**config.mk**
```make
export PLATFORM = sky130hd
export DESIGN_NAME = mem_lsu
export DESIGN_NICKNAME = d
export VERILOG_FILES = /design/src/rtl/mem_lsu_pkg.sv /design/src/rtl/lsu_extract.sv /design/src/rtl/mem_lsu.sv
export SDC_FILE = /design/constraint.sdc
export NUM_CORES = 1
export LEC_CHECK = 0
export ABC_AREA = 1
export CAP_MARGIN = 25
export CORE_ASPECT_RATIO = 0.75
export CORE_MARGIN = 4
export CORE_UTILIZATION = 40
export CTS_CLUSTER_DIAMETER = 150
export DETAILED_ROUTE_END_ITERATION = 10
export HOLD_SLACK_MARGIN = 0.08
export PLACE_DENSITY = 0.86
export SLEW_MARGIN = 0
export SYNTH_ARGS = -nofsm -noshare
export SYNTH_HDL_FRONTEND = slang
export SYNTH_HIERARCHICAL = 1
export SYNTH_SLANG_ARGS = --single-unit
```
**constraint.sdc**
```tcl
create_clock -name clk -period 2.8 [get_ports clk]
set_clock_uncertainty 0.05 [all_clocks]
set_input_delay 0.56 -clock clk [delete_from_list [all_inputs] [get_ports clk]]
set_output_delay 0.56 -clock clk [all_outputs]
set_load 0.01 [all_outputs]
```
**src/rtl/mem_lsu_pkg.sv**
```systemverilog
// rtl/mem_lsu_pkg.sv - shared widths, pipeline constants, aluop codes and lane helpers for the load/store unit
package mem_lsu_pkg;

  localparam int DATA_W     = 32;
  localparam int ADDR_W     = 32;
  localparam int REG_ADDR_W = 5;
  localparam int ALUOP_W    = 8;
  localparam int STALL_W    = 6;

  localparam logic                  RST_ENABLE    = 1'b1;
  localparam logic                  NO_STOP       = 1'b0;
  localparam logic                  WRITE_DISABLE = 1'b0;
  localparam logic [DATA_W-1:0]     ZERO_WORD     = 32'h0000_0000;
  localparam logic [REG_ADDR_W-1:0] NOP_REG_ADDR  = 5'b00000;

  localparam logic [ALUOP_W-1:0] EXE_NOP_OP = 8'b0000_0000;
  localparam logic [ALUOP_W-1:0] EXE_OR_OP  = 8'b0010_0101;
  localparam logic [ALUOP_W-1:0] EXE_LB_OP  = 8'b1110_0000;
  localparam logic [ALUOP_W-1:0] EXE_LBU_OP = 8'b1110_0100;
  localparam logic [ALUOP_W-1:0] EXE_LH_OP  = 8'b1110_0001;
  localparam logic [ALUOP_W-1:0] EXE_LHU_OP = 8'b1110_0101;
  localparam logic [ALUOP_W-1:0] EXE_LW_OP  = 8'b1110_0011;
  localparam logic [ALUOP_W-1:0] EXE_SB_OP  = 8'b1110_1000;
  localparam logic [ALUOP_W-1:0] EXE_SH_OP  = 8'b1110_1001;
  localparam logic [ALUOP_W-1:0] EXE_SW_OP  = 8'b1110_1011;
  localparam logic [ALUOP_W-1:0] EXE_LL_OP  = 8'b1111_0000;
  localparam logic [ALUOP_W-1:0] EXE_SC_OP  = 8'b1111_1000;

  // Any aluop that touches the data bus (SC included, even if it later fails).
  function automatic logic is_mem_op(input logic [ALUOP_W-1:0] op);
    case (op)
      EXE_LB_OP, EXE_LBU_OP, EXE_LH_OP, EXE_LHU_OP, EXE_LW_OP, EXE_LL_OP,
      EXE_SB_OP, EXE_SH_OP, EXE_SW_OP, EXE_SC_OP: is_mem_op = 1'b1;
      default:                                    is_mem_op = 1'b0;
    endcase
  endfunction

  function automatic logic is_store_op(input logic [ALUOP_W-1:0] op);
    case (op)
      EXE_SB_OP, EXE_SH_OP, EXE_SW_OP, EXE_SC_OP: is_store_op = 1'b1;
      default:                                    is_store_op = 1'b0;
    endcase
  endfunction

  // Big-endian lanes: byte address 0 of a word lives on bits 31:24 (sel bit 3).
  function automatic logic [3:0] lane_sel(input logic [ALUOP_W-1:0] op, input logic [1:0] lo);
    case (op)
      EXE_LB_OP, EXE_LBU_OP, EXE_SB_OP: lane_sel = 4'b1000 >> lo;
      EXE_LH_OP, EXE_LHU_OP, EXE_SH_OP: lane_sel = lo[1] ? 4'b0011 : 4'b1100;
      default:                          lane_sel = 4'b1111;
    endcase
  endfunction

  // Narrow stores are replicated so the selected lanes always carry the data.
  function automatic logic [DATA_W-1:0] store_data(input logic [ALUOP_W-1:0] op,
                                                   input logic [DATA_W-1:0] reg2);
    case (op)
      EXE_SB_OP: store_data = {4{reg2[7:0]}};
      EXE_SH_OP: store_data = {2{reg2[15:0]}};
      default:   store_data = reg2;
    endcase
  endfunction

endpackage

```
**src/rtl/lsu_extract.sv**
```systemverilog
// rtl/lsu_extract.sv - combinational load lane selection and sign/zero extension
module lsu_extract
  import mem_lsu_pkg::*;
(
  input  logic [ALUOP_W-1:0] aluop,
  input  logic [1:0]         addr_lo,
  input  logic [DATA_W-1:0]  rdata,
  output logic [DATA_W-1:0]  data
);

  logic [7:0]  byte_lane;
  logic [15:0] half_lane;

  // Pick the addressed byte/halfword and extend it according to the load flavour.
  always_comb begin
    case (addr_lo)
      2'b00:   byte_lane = rdata[31:24];
      2'b01:   byte_lane = rdata[23:16];
      2'b10:   byte_lane = rdata[15:8];
      default: byte_lane = rdata[7:0];
    endcase
    half_lane = addr_lo[1] ? rdata[15:0] : rdata[31:16];
    case (aluop)
      EXE_LB_OP:  data = {{24{byte_lane[7]}}, byte_lane};
      EXE_LBU_OP: data = {24'h000000, byte_lane};
      EXE_LH_OP:  data = {{16{half_lane[15]}}, half_lane};
      EXE_LHU_OP: data = {16'h0000, half_lane};
      default:    data = rdata;
    endcase
  end

endmodule

```
**src/rtl/mem_lsu.sv**
```systemverilog
// rtl/mem_lsu.sv - MEM-stage load/store unit with bus handshake FSM and LL/SC support
module mem_lsu
  import mem_lsu_pkg::*;
(
  input  logic                  clk,
  input  logic                  rst,
  input  logic [REG_ADDR_W-1:0] ex_wd,
  input  logic                  ex_wreg,
  input  logic [DATA_W-1:0]     ex_wdata,
  input  logic [ALUOP_W-1:0]    ex_aluop,
  input  logic [ADDR_W-1:0]     ex_mem_addr,
  input  logic [DATA_W-1:0]     ex_reg2,
  input  logic [STALL_W-1:0]    stall,
  input  logic                  llbit_i,
  input  logic                  wb_llbit_we,
  input  logic                  wb_llbit_value,
  input  logic [DATA_W-1:0]     bus_rdata,
  input  logic                  bus_ack,
  output logic                  bus_req,
  output logic                  bus_we,
  output logic [ADDR_W-1:0]     bus_addr,
  output logic [3:0]            bus_sel,
  output logic [DATA_W-1:0]     bus_wdata,
  output logic [REG_ADDR_W-1:0] mem_wd,
  output logic                  mem_wreg,
  output logic [DATA_W-1:0]     mem_wdata,
  output logic                  mem_llbit_we,
  output logic                  mem_llbit_value,
  output logic                  stallreq
);

  localparam logic [1:0] ST_IDLE = 2'b00;
  localparam logic [1:0] ST_WAIT = 2'b01;
  localparam logic [1:0] ST_DONE = 2'b10;

  logic [1:0]        state_q, state_d;
  logic [DATA_W-1:0] rdata_q;
  logic [DATA_W-1:0] load_data;
  logic              eff_llbit, mem_op, store_op, sc_op, ll_op, sc_fail, access;
  logic              bus_phase, capture;

  // Only stall[4] (MEM stage hold) matters here.
  logic unused_stall_bits;
  assign unused_stall_bits = ^{stall[5], stall[3:0]};

  // A write-back stage update of the LL bit is newer than the register copy.
  assign eff_llbit = wb_llbit_we ? wb_llbit_value : llbit_i;
  assign mem_op    = is_mem_op(ex_aluop);
  assign store_op  = is_store_op(ex_aluop);
  assign sc_op     = (ex_aluop == EXE_SC_OP);
  assign ll_op     = (ex_aluop == EXE_LL_OP);
  assign sc_fail   = sc_op && !eff_llbit;
  assign access    = mem_op && !sc_fail;
  assign bus_phase = ((state_q == ST_IDLE) && access) || (state_q == ST_WAIT);
  assign capture   = bus_phase && bus_ack;

  lsu_extract u_extract (
    .aluop   (ex_aluop),
    .addr_lo (ex_mem_addr[1:0]),
    .rdata   (rdata_q),
    .data    (load_data)
  );

  // Next-state logic: an ack in the request cycle skips WAIT entirely.
  always_comb begin
    state_d = state_q;
    case (state_q)
      ST_IDLE: if (access) state_d = bus_ack ? ST_DONE : ST_WAIT;
      ST_WAIT: if (bus_ack) state_d = ST_DONE;
      ST_DONE: if (stall[4] == NO_STOP) state_d = ST_IDLE;
      default: state_d = ST_IDLE;
    endcase
  end

  // State and read-data capture; acks outside a bus phase are dropped.
  always_ff @(posedge clk) begin
    if (rst == RST_ENABLE) begin
      state_q <= ST_IDLE;
      rdata_q <= ZERO_WORD;
    end else begin
      state_q <= state_d;
      if (capture) rdata_q <= bus_rdata;
    end
  end

  // Bus drive, stall request and results toward mem_wb.
  always_comb begin
    bus_req         = 1'b0;
    bus_we          = 1'b0;
    bus_sel         = 4'b0000;
    bus_addr        = {ex_mem_addr[31:2], 2'b00};
    bus_wdata       = store_data(ex_aluop, ex_reg2);
    stallreq        = 1'b0;
    mem_wd          = ex_wd;
    mem_wreg        = ex_wreg;
    mem_wdata       = ex_wdata;
    mem_llbit_we    = 1'b0;
    mem_llbit_value = 1'b0;
    if (rst == RST_ENABLE) begin
      mem_wd    = NOP_REG_ADDR;
      mem_wreg  = WRITE_DISABLE;
      mem_wdata = ZERO_WORD;
    end else if (bus_phase) begin
      // ex_mem is frozen by stallreq, so these stay stable until the ack.
      bus_req  = 1'b1;
      bus_we   = store_op;
      bus_sel  = lane_sel(ex_aluop, ex_mem_addr[1:0]);
      stallreq = 1'b1;
    end else if ((state_q == ST_DONE) && mem_op) begin
      if (sc_op) begin
        mem_wdata       = 32'd1;
        mem_llbit_we    = 1'b1;
        mem_llbit_value = 1'b0;
      end else if (ll_op) begin
        mem_wdata       = load_data;
        mem_llbit_we    = 1'b1;
        mem_llbit_value = 1'b1;
      end else if (!store_op) begin
        mem_wdata = load_data;
      end
    end else if ((state_q == ST_IDLE) && sc_fail) begin
      mem_wdata = ZERO_WORD;
    end
  end

endmodule

```
==> results.toml, run 1 <==
[run_status]
status = "complete, no violations"

[sta]
relSlewSlack = 0.5906
grt_setup_unrepaired = "true"
worst_pin_slew_ns = 0.6141
slew_viol_final = 0
finalSetupTns_ns = 0
setup_violations = 0
max_freq_ghz = 0.3635
hold_violations = 0
hold_slack_ns = 0.4724
timing.final.crit_share = 0.9825
period_minus_slack_ns = 2.751

[floorplan]
dieArea_um2 = 14070
die_w_um = 135.7
start_util = 0.4148
core_region_area_um2 = 11780
die-height_um = 103.7
io_pins = 265
fp-row-count = 34

[setup_path]
path_max_fanout = 6
start_kind = "primary input"
cp.required_ns = 2.19
worstPathCellList = "buf_4, nor2_2, nand2_1, nor2_2, nand3_4, buf_12, buf_16, nand3_4, inv_2, nand3_1, nand3_1, nand2_1, nand2_1, nor2_1, buf_2"
crit_top_cell = "nand2_1"
cp_slowest_stage_delay_ns = 0.17
critPathBufInv = 5
end_kind = "output pin"
crit_slowest_cell = "nor2_2"
critPathArrivalTime_ns = 2.14
path_class = "primary input to output pin"
cpLargestDelayFamily = "simple AND/OR/NAND/NOR gates"

[drt]
postRouteAntennaNets = 0
firstDrtPassIters = 5
routedWlPerCell_um = 14.79
drcViolationCount = 0
wirelength_mm = 19.13
vias = 6590
first_iter_violations = 478
post_drt_via_cell_ratio = 5.097

[logic_synthesis]
synth_seq_area_share = 0.1392
synth_top_area_frac = 0.1912
synthesis.instances = 937
yosysMostFrequentCell = "nand2_1"
synth_cell_type_count = 31
async_flop_share = 0
synth.cells.most_frequent = "nand2_1, nand3_1, inv_1"
synth.area.top_cells = "nand2_1, nand3_1, dfxtp_1, inv_1, nor2_1"
syn_area_um2 = 4888
yosysWarnings = 6
ys_ff_latch = 34
ys.flop_type = "dfxtp_1"
avgSynthCellArea_um2 = 5.217
synth-edff-count = 0
synth_top_area_cell = "nand2_1"

[grt]
grt_max_degree = 66
grt_antenna_before_repair = 0
groute.usage.overall = 0.2516
grt_pass1_vias = 5936
global_route.overflow_total = 0
grt_pass1_wl_mm = 29.48

[clocking]
cts_buffers = 5
clock_path_buffers = 2
insertion_delay_ns = 0.27
cts_tree = "built"
clock_sinks = 34
cts-root-buf = "clkbuf_16"
h-tree-depth = 2
clk_pin_slew_ns = 0.05

[placed_design]
portBuffers = 197
gp_congestion = 0.9998
place.detailed.hpwl_mm = 14.25

[power]
leakagePower_nw = 4.140
vdd_ir_drop_max_v = 0.0002319
power.density_nw_per_um2 = 236.1

[layout]
area_growth_pct = 56.57
fin_util = 0.6495
antenna_cells = 0
drive_gt1_frac = 0.2051
nNetsFinal = 1284

[job]
maxCapViolCount = 0

[min_path]
holdCritPathClass = "flip-flop to flip-flop"
[metrics by stage]
step	setup slack (ns)	instances	power (mW)	area, µm²
after floorplan	0.4848	938	0.8712	4892
after global placement	-0.6947	1257	1.195	7063
after detailed placement	-0.7329	1257	1.203	7063
after CTS	-0.01349	1285	1.806	7555
after global routing	-0.06455	1293	1.898	7654
final	0.04888	1293	1.807	7654
[cell families (layout without fill, tap and decap cells)]
logic type / Yosys count / after routing / share of synthesized area
multiplexers: 1 / 1 / 0.002048
other: 1 / 2 / 0.0007671
AO/OA/AOI/OAI: 105 / 105 / 0.1152
buffers and inverters: 253 / 446 / 0.2444
flip-flops: 34 / 34 / 0.1392
AND/OR/NAND/NOR: 543 / 543 / 0.4983
[worst min-delay path, stage by stage, from the launching register on]
cell and delay, ns:
dfxtp_1 0.33, a21oi_2 0.10, nor2_1 0.05
[layer usage]
layer  GRT usage  share of wire  up-vias
met1      0.3227           0.41     2975
met5           0              0        -
met4     0.06475          0.018        0
met2      0.4350           0.47      324
met3     0.04312          0.097       28
li1            -              -     3263
[worst paths after layout]
path                                          startpoint                       end  slack [ns]  depth (start not counted)
worst max-delay path                         ex_aluop[2]             mem_wdata[11]        0.05                         15
worst min-delay path            rdata_q[12]$_SDFFE_PP0P_  rdata_q[12]$_SDFFE_PP0P_        0.47                          2
worst max register to register   state_q[0]$_SDFFE_PP0P_  rdata_q[11]$_SDFFE_PP0P_        1.22                          6
worst min register to register  rdata_q[12]$_SDFFE_PP0P_  rdata_q[12]$_SDFFE_PP0P_        0.47                          2
[state kept, by name (all words and copies together) (netlist names)]
| name | flops |
|---|---|
| rdata_q | 32 |
| state_q | 2 |
[cell type report]
type,instances,area (µm²)
sequential,34,680.7
clock buffer,7,132.6
timing repair buffer,284,2781
inverter,154,581.8
clock inverter,1,30.03
fill,1098,4130
multi-input combinational,651,3244
tap,162,202.7
[repair_timing]
action	4_1_cts	5_1_grt
setup endpoints to repair	65	50
cloned	5	1
buffers inserted	16	8
gates resized for setup	194	97
pin swaps	17	27
hold buffers	0	0
[placed cells by master, fill, tap and decap left out, types with 10 or more instances in the layout]
cell type / count
nor2_1: 96
inv_1: 139
clkdlybuf4s50_1: 132
buf_4: 61
a21oi_1: 34
nand3_2: 26
clkbuf_2: 16
buf_6: 10
o21ai_0: 52
buf_12: 15
inv_2: 13
dlymetal6s2s_1: 12
nand3_1: 133
dfxtp_1: 34
buf_2: 26
nand2_2: 11
nand2_1: 243
[power breakdown]
| part | internal (mW) | switching, mW |
|---|---|---|
| Clock | 0.420 | 0.182 |
| Combinational | 0.360 | 0.328 |
| Sequential | 0.499 | 0.0184 |
Note: power is estimated with default switching activity, not from simulation.
==> run 2: changes to the inputs <==
GPL_ROUTABILITY_DRIVEN = 0   (was not set)
==> results.toml, run 2 (same netlist as run 1, synthesis figures left out) <==
[setup_path]
start_kind = "primary input"
path_max_fanout = 6
end_kind = "output pin"
r2r_cells = 6
path_class = "primary input to output pin"
r2r_end = "rdata_q[19]$_SDFFE_PP0P_"
r2r_start = "state_q[0]$_SDFFE_PP0P_"
cp.required_ns = 2.19
critPathArrivalTime_ns = 2.22
startpoint = "ex_aluop[0]"
r2r_setup_slack_ns = 1.25

[layout]
top_regs = "rdata_q (32), state_q (2)"
drive_gt1_frac = 0.2236
final_common_cell = "nand2_1"
final_cell_mix = "nand2_1, inv_1, clkdlybuf4s50_1, nand3_1, nor2_1"
nNetsFinal = 1289
area_growth_pct = 62.84
antenna_cells = 0
top_register = "rdata_q"
design_area_um2 = 7960
largest_register_ffs = 32
nFillCells = 991

[sta]
timing.final.crit_share = 1.010
fin_ws_ns = -0.02669
worst_pin_slew_ns = 0.6226
finalSetupTns_ns = -0.03910
period_minus_slack_ns = 2.827
relSlewSlack = 0.5849
grt_setup_unrepaired = "true"
max_freq_ghz = 0.3538
slew_viol_final = 0
setup_violations = 2
hold_violations = 0

[power]
power.density_nw_per_um2 = 231.9
total_power_mw = 1.846
leakagePower_nw = 4.269
vdd_ir_drop_max_v = 0.0002275

[min_path]
holdCritPathClass = "flip-flop to flip-flop"
hold_depth = 2
min_to = "rdata_q[2]$_SDFFE_PP0P_"
min_from = "rdata_q[2]$_SDFFE_PP0P_"

[floorplan]
die_w_um = 135.7
fp-row-count = 34
dieArea_um2 = 14070
core_region_area_um2 = 11780
die-height_um = 103.7
start_util = 0.4148
io_pins = 265

[grt]
grt_pass1_vias = 6443
grt_antenna_before_repair = 0
grt_util_met2 = 0.4794
busiest_layer = "met2"
grt_use_met3 = 0.05426
global_route.overflow_total = 0
groute.usage.overall = 0.2766
grt_use_met1 = 0.3344
grt_pass1_wl_mm = 32.46
grt_max_degree = 66

[drt]
postRouteAntennaNets = 0
first_iter_violations = 855
vias = 7060
firstDrtPassIters = 6
routedWlPerCell_um = 17.02
post_drt_via_cell_ratio = 5.439
wirelength_mm = 22.09
drcViolationCount = 0

[run_status]
violations = "negative setup slack"
status = "finished with violations"

[clocking]
clock_path_buffers = 2
cts_tree = "built"
cts-root-buf = "clkbuf_16"
clk_pin_slew_ns = 0.05
clock_sinks = 34
cts_buffers = 5
insertion_delay_ns = 0.27
h-tree-depth = 2

[job]
maxCapViolCount = 0

[placed_design]
place.detailed.hpwl_mm = 14.14
dpl_cell_area_um2 = 6978
portBuffers = 197
[run 2: area by class of cell]
class / instances / area [µm²] / area share
Clock buffer: 7 / 132.6 / 0.01666
Timing Repair Buffer: 288 / 2939 / 0.3692
Multi-Input combinational cell: 651 / 3378 / 0.4244
Inverter: 154 / 589.3 / 0.07403
Timing Repair inverter: 1 / 7.507 / 0.0009431
Clock inverter: 1 / 30.03 / 0.003772
Tap cell: 162 / 202.7 / 0.02546
Sequential cell: 34 / 680.7 / 0.08551
[run 2: how the worst max path moves through the flow]
stage / cells after the start / end
after detailed placement: 13 / mem_wdata[11]
after CTS: 11 / bus_wdata[29]
final: 15 / mem_wdata[24]
after global placement: 12 / mem_wdata[5]
after global routing: 15 / mem_wdata[17]
after floorplan: 12 / mem_wdata[31]
[run 2: critical path, stage by stage]
cell and delay (ns):
buf_2 0.14, nor2_2 0.18, nand2_2 0.10, nor2_4 0.13, nand3_4 0.12, buf_12 0.16
buf_16 0.13, nand3_2 0.05, inv_1 0.04, nand3_1 0.08, nand3_1 0.09, nand2_1 0.09
nand2_1 0.07, nor2_1 0.12, buf_2 0.16
[run 2: per-layer routing]
metal,part of all wire,up-vias
li1,-,3269
met1,0.37,3180
met2,0.46,486
met3,0.11,125
met4,0.054,0
met5,0,-
[run 2: per-stage QoR]
step	hold WS [ns]	cells	setup WS, ns	util
6_report	0.4687	1298	-0.02669	0.6755
5_1_grt	0.4950	1298	-0.1032	0.6755
4_1_cts	0.4631	1287	0.004647	0.6502
3_5_place_dp	0.4501	1249	-0.7263	0.5922
3_3_place_gp	0.4441	1249	-0.6979	0.5922
2_1_floorplan	0.4238	938	0.4848	-
[run 2: report_power, final]
group | total [mW] | leakage [nW] | switching (mW) | internal [mW]
combinational | 0.726 | 3.92 | 0.355 | 0.371
sequential | 0.519 | 0.275 | 0.0200 | 0.499
clock | 0.602 | 0.0781 | 0.182 | 0.420
[run 2: what timing repair did]
action | in CTS | in global routing
hold buffers | 0 | 0
setup buffers | 21 | 11
resized for setup | 260 | 79
setup endpoints to repair | 65 | 51
gates cloned | 9 | 1
pin swaps | 33 | 41
==> run 3: changes to the inputs <==
CORE_MARGIN = 5   (was 4)
MAX_ROUTING_LAYER = met4   (was not set)
==> results.toml, run 3 (same netlist as run 1, synthesis figures left out) <==
[run_status]
status = "complete, no violations"

[setup_path]
path_class = "primary input to output pin"
critPathArrivalTime_ns = 2.15
cp.required_ns = 2.19
end_kind = "output pin"
start_kind = "primary input"
path_max_fanout = 8

[sta]
setup_violations = 0
hold_violations = 0
relSlewSlack = 0.5750
worst_pin_slew_ns = 0.6374
timing.final.crit_share = 0.9849
slew_viol_final = 0
finalSetupTns_ns = 0
period_minus_slack_ns = 2.758
max_freq_ghz = 0.3626
grt_setup_unrepaired = "true"

[layout]
design_area_um2 = 7527
top_regs = "rdata_q (32), state_q (2)"
final_cell_mix = "nand2_1, inv_1, nand3_1, clkdlybuf4s50_1, nor2_1"
area_growth_pct = 53.98
fin_util = 0.6205
nFillCells = 1101
largest_register_ffs = 32
drive_gt1_frac = 0.1987
antenna_cells = 0
top_register = "rdata_q"
final_common_cell = "nand2_1"
nNetsFinal = 1270

[grt]
grt_pass1_wl_mm = 29.47
groute.usage.overall = 0.2514
global_route.overflow_total = 0
grt_max_degree = 66
grt_antenna_before_repair = 0
grt_pass1_vias = 6130

[clocking]
clk_pin_slew_ns = 0.06
cts_tree = "built"
insertion_delay_ns = 0.28
clock_sinks = 34
cts_buffers = 5
cts-root-buf = "clkbuf_16"
h-tree-depth = 2
clock_path_buffers = 2

[job]
maxCapViolCount = 0

[drt]
vias = 6678
firstDrtPassIters = 7
drcViolationCount = 0
wirelength_mm = 19.44
post_drt_via_cell_ratio = 5.205
postRouteAntennaNets = 0
routedWlPerCell_um = 15.15
first_iter_violations = 876

[power]
vdd_ir_drop_max_v = 0.0002607
internal_power_mw = 1.355
total_power_mw = 1.915
switching_power_mw = 0.5595
power_frac_comb = 0.354
clkPwrFrac = 0.375
power.density_nw_per_um2 = 254.4
leakagePower_nw = 3.994
seqPwrFrac = 0.271
switching_share = 0.2922

[floorplan]
die-height_um = 105.7
dieArea_um2 = 14560
core_region_area_um2 = 12130
io_pins = 265
start_util = 0.4030
die_w_um = 137.7
fp-row-count = 35

[placed_design]
place.detailed.hpwl_mm = 13.93
portBuffers = 197
dpl_cell_area_um2 = 7008

[min_path]
holdCritPathClass = "flip-flop to flip-flop"
[run 3: cell count changes in the layout (fill, tap and decap cells not counted), sizes merged]
cell,previous run,this run
clkdlybuf4s15,7,10
buf,128,102
bufinv,1,2
clkbuf,10,18
clkinv,1,2
clkdlybuf4s50,128,129
bufbuf,3,1
dlymetal6s2s,6,1
[run 3: final timing paths]
check / start / to / slack [ns] / depth (start not counted)
worst max-delay path: ex_aluop[3] / mem_wdata[0] / 0.04 / 14
worst min-delay path: rdata_q[4]$_SDFFE_PP0P_ / rdata_q[4]$_SDFFE_PP0P_ / 0.47 / 2
worst max register to register: state_q[0]$_SDFFE_PP0P_ / rdata_q[11]$_SDFFE_PP0P_ / 1.22 / 6
worst min register to register: rdata_q[4]$_SDFFE_PP0P_ / rdata_q[4]$_SDFFE_PP0P_ / 0.47 / 2
[run 3: routing by layer]
layer | up-vias | GRT usage | wire (µm)
li1 | 3234 | - | -
met1 | 2976 | 0.2958 | 7363
met2 | 390 | 0.4297 | 9301
met3 | 78 | 0.04914 | 2095
met4 | 0 | 0.07906 | 675
met5 | - | - | 0
[run 3: area by class of cell]
cell class	count	area [µm²]	area share
clock inverters	3	68.82	0.009142
repair inverters	1	7.507	0.0009973
flip-flops and latches	34	680.7	0.09043
clock buffers	5	125.1	0.01662
multi-input cells	651	3254	0.4323
well taps	166	207.7	0.02759
inverters	154	584.3	0.07763
repair buffers	269	2599	0.3452
[run 3: stage by stage]
stage / cells / hold WS (ns) / setup slack (ns)
after floorplan: 938 / 0.4238 / 0.4848
after detailed placement: 1258 / 0.4527 / -0.6869
after global placement: 1258 / 0.4451 / -0.6760
final: 1283 / 0.4662 / 0.04219
after CTS: 1278 / 0.4668 / 0.001263
after global routing: 1283 / 0.4879 / -0.06299
[run 3: timing repair]
action / 4_1_cts / 5_1_grt
cloned: 6 / 0
setup endpoints to repair: 65 / 65
pin swaps: 16 / 33
gates resized for setup: 224 / 82
buffers inserted: 6 / 6
hold buffers: 0 / 0
[run 3: worst max-delay path: stages]
cell	delay, ns
clkbuf_4	0.17
nor2_4	0.15
nand2_1	0.08
nor2_1	0.14
buf_4	0.19
nand3_1	0.12
nand3_2	0.12
nand3_1	0.09
nand2_1	0.09
inv_1	0.04
nand2_1	0.05
nand2_1	0.05
nor2_1	0.08
clkdlybuf4s15_2	0.23
[run 3: power by group through the flow]
stage / sequential (mW) / clock (mW) / combinational [mW]
after floorplan: 0.519 / 0 / 0.353
after global placement: 0.526 / 0 / 0.658
after detailed placement: 0.526 / 0 / 0.668
after CTS: 0.516 / 0.726 / 0.657
after global routing: 0.519 / 0.747 / 0.735
final: 0.518 / 0.719 / 0.678
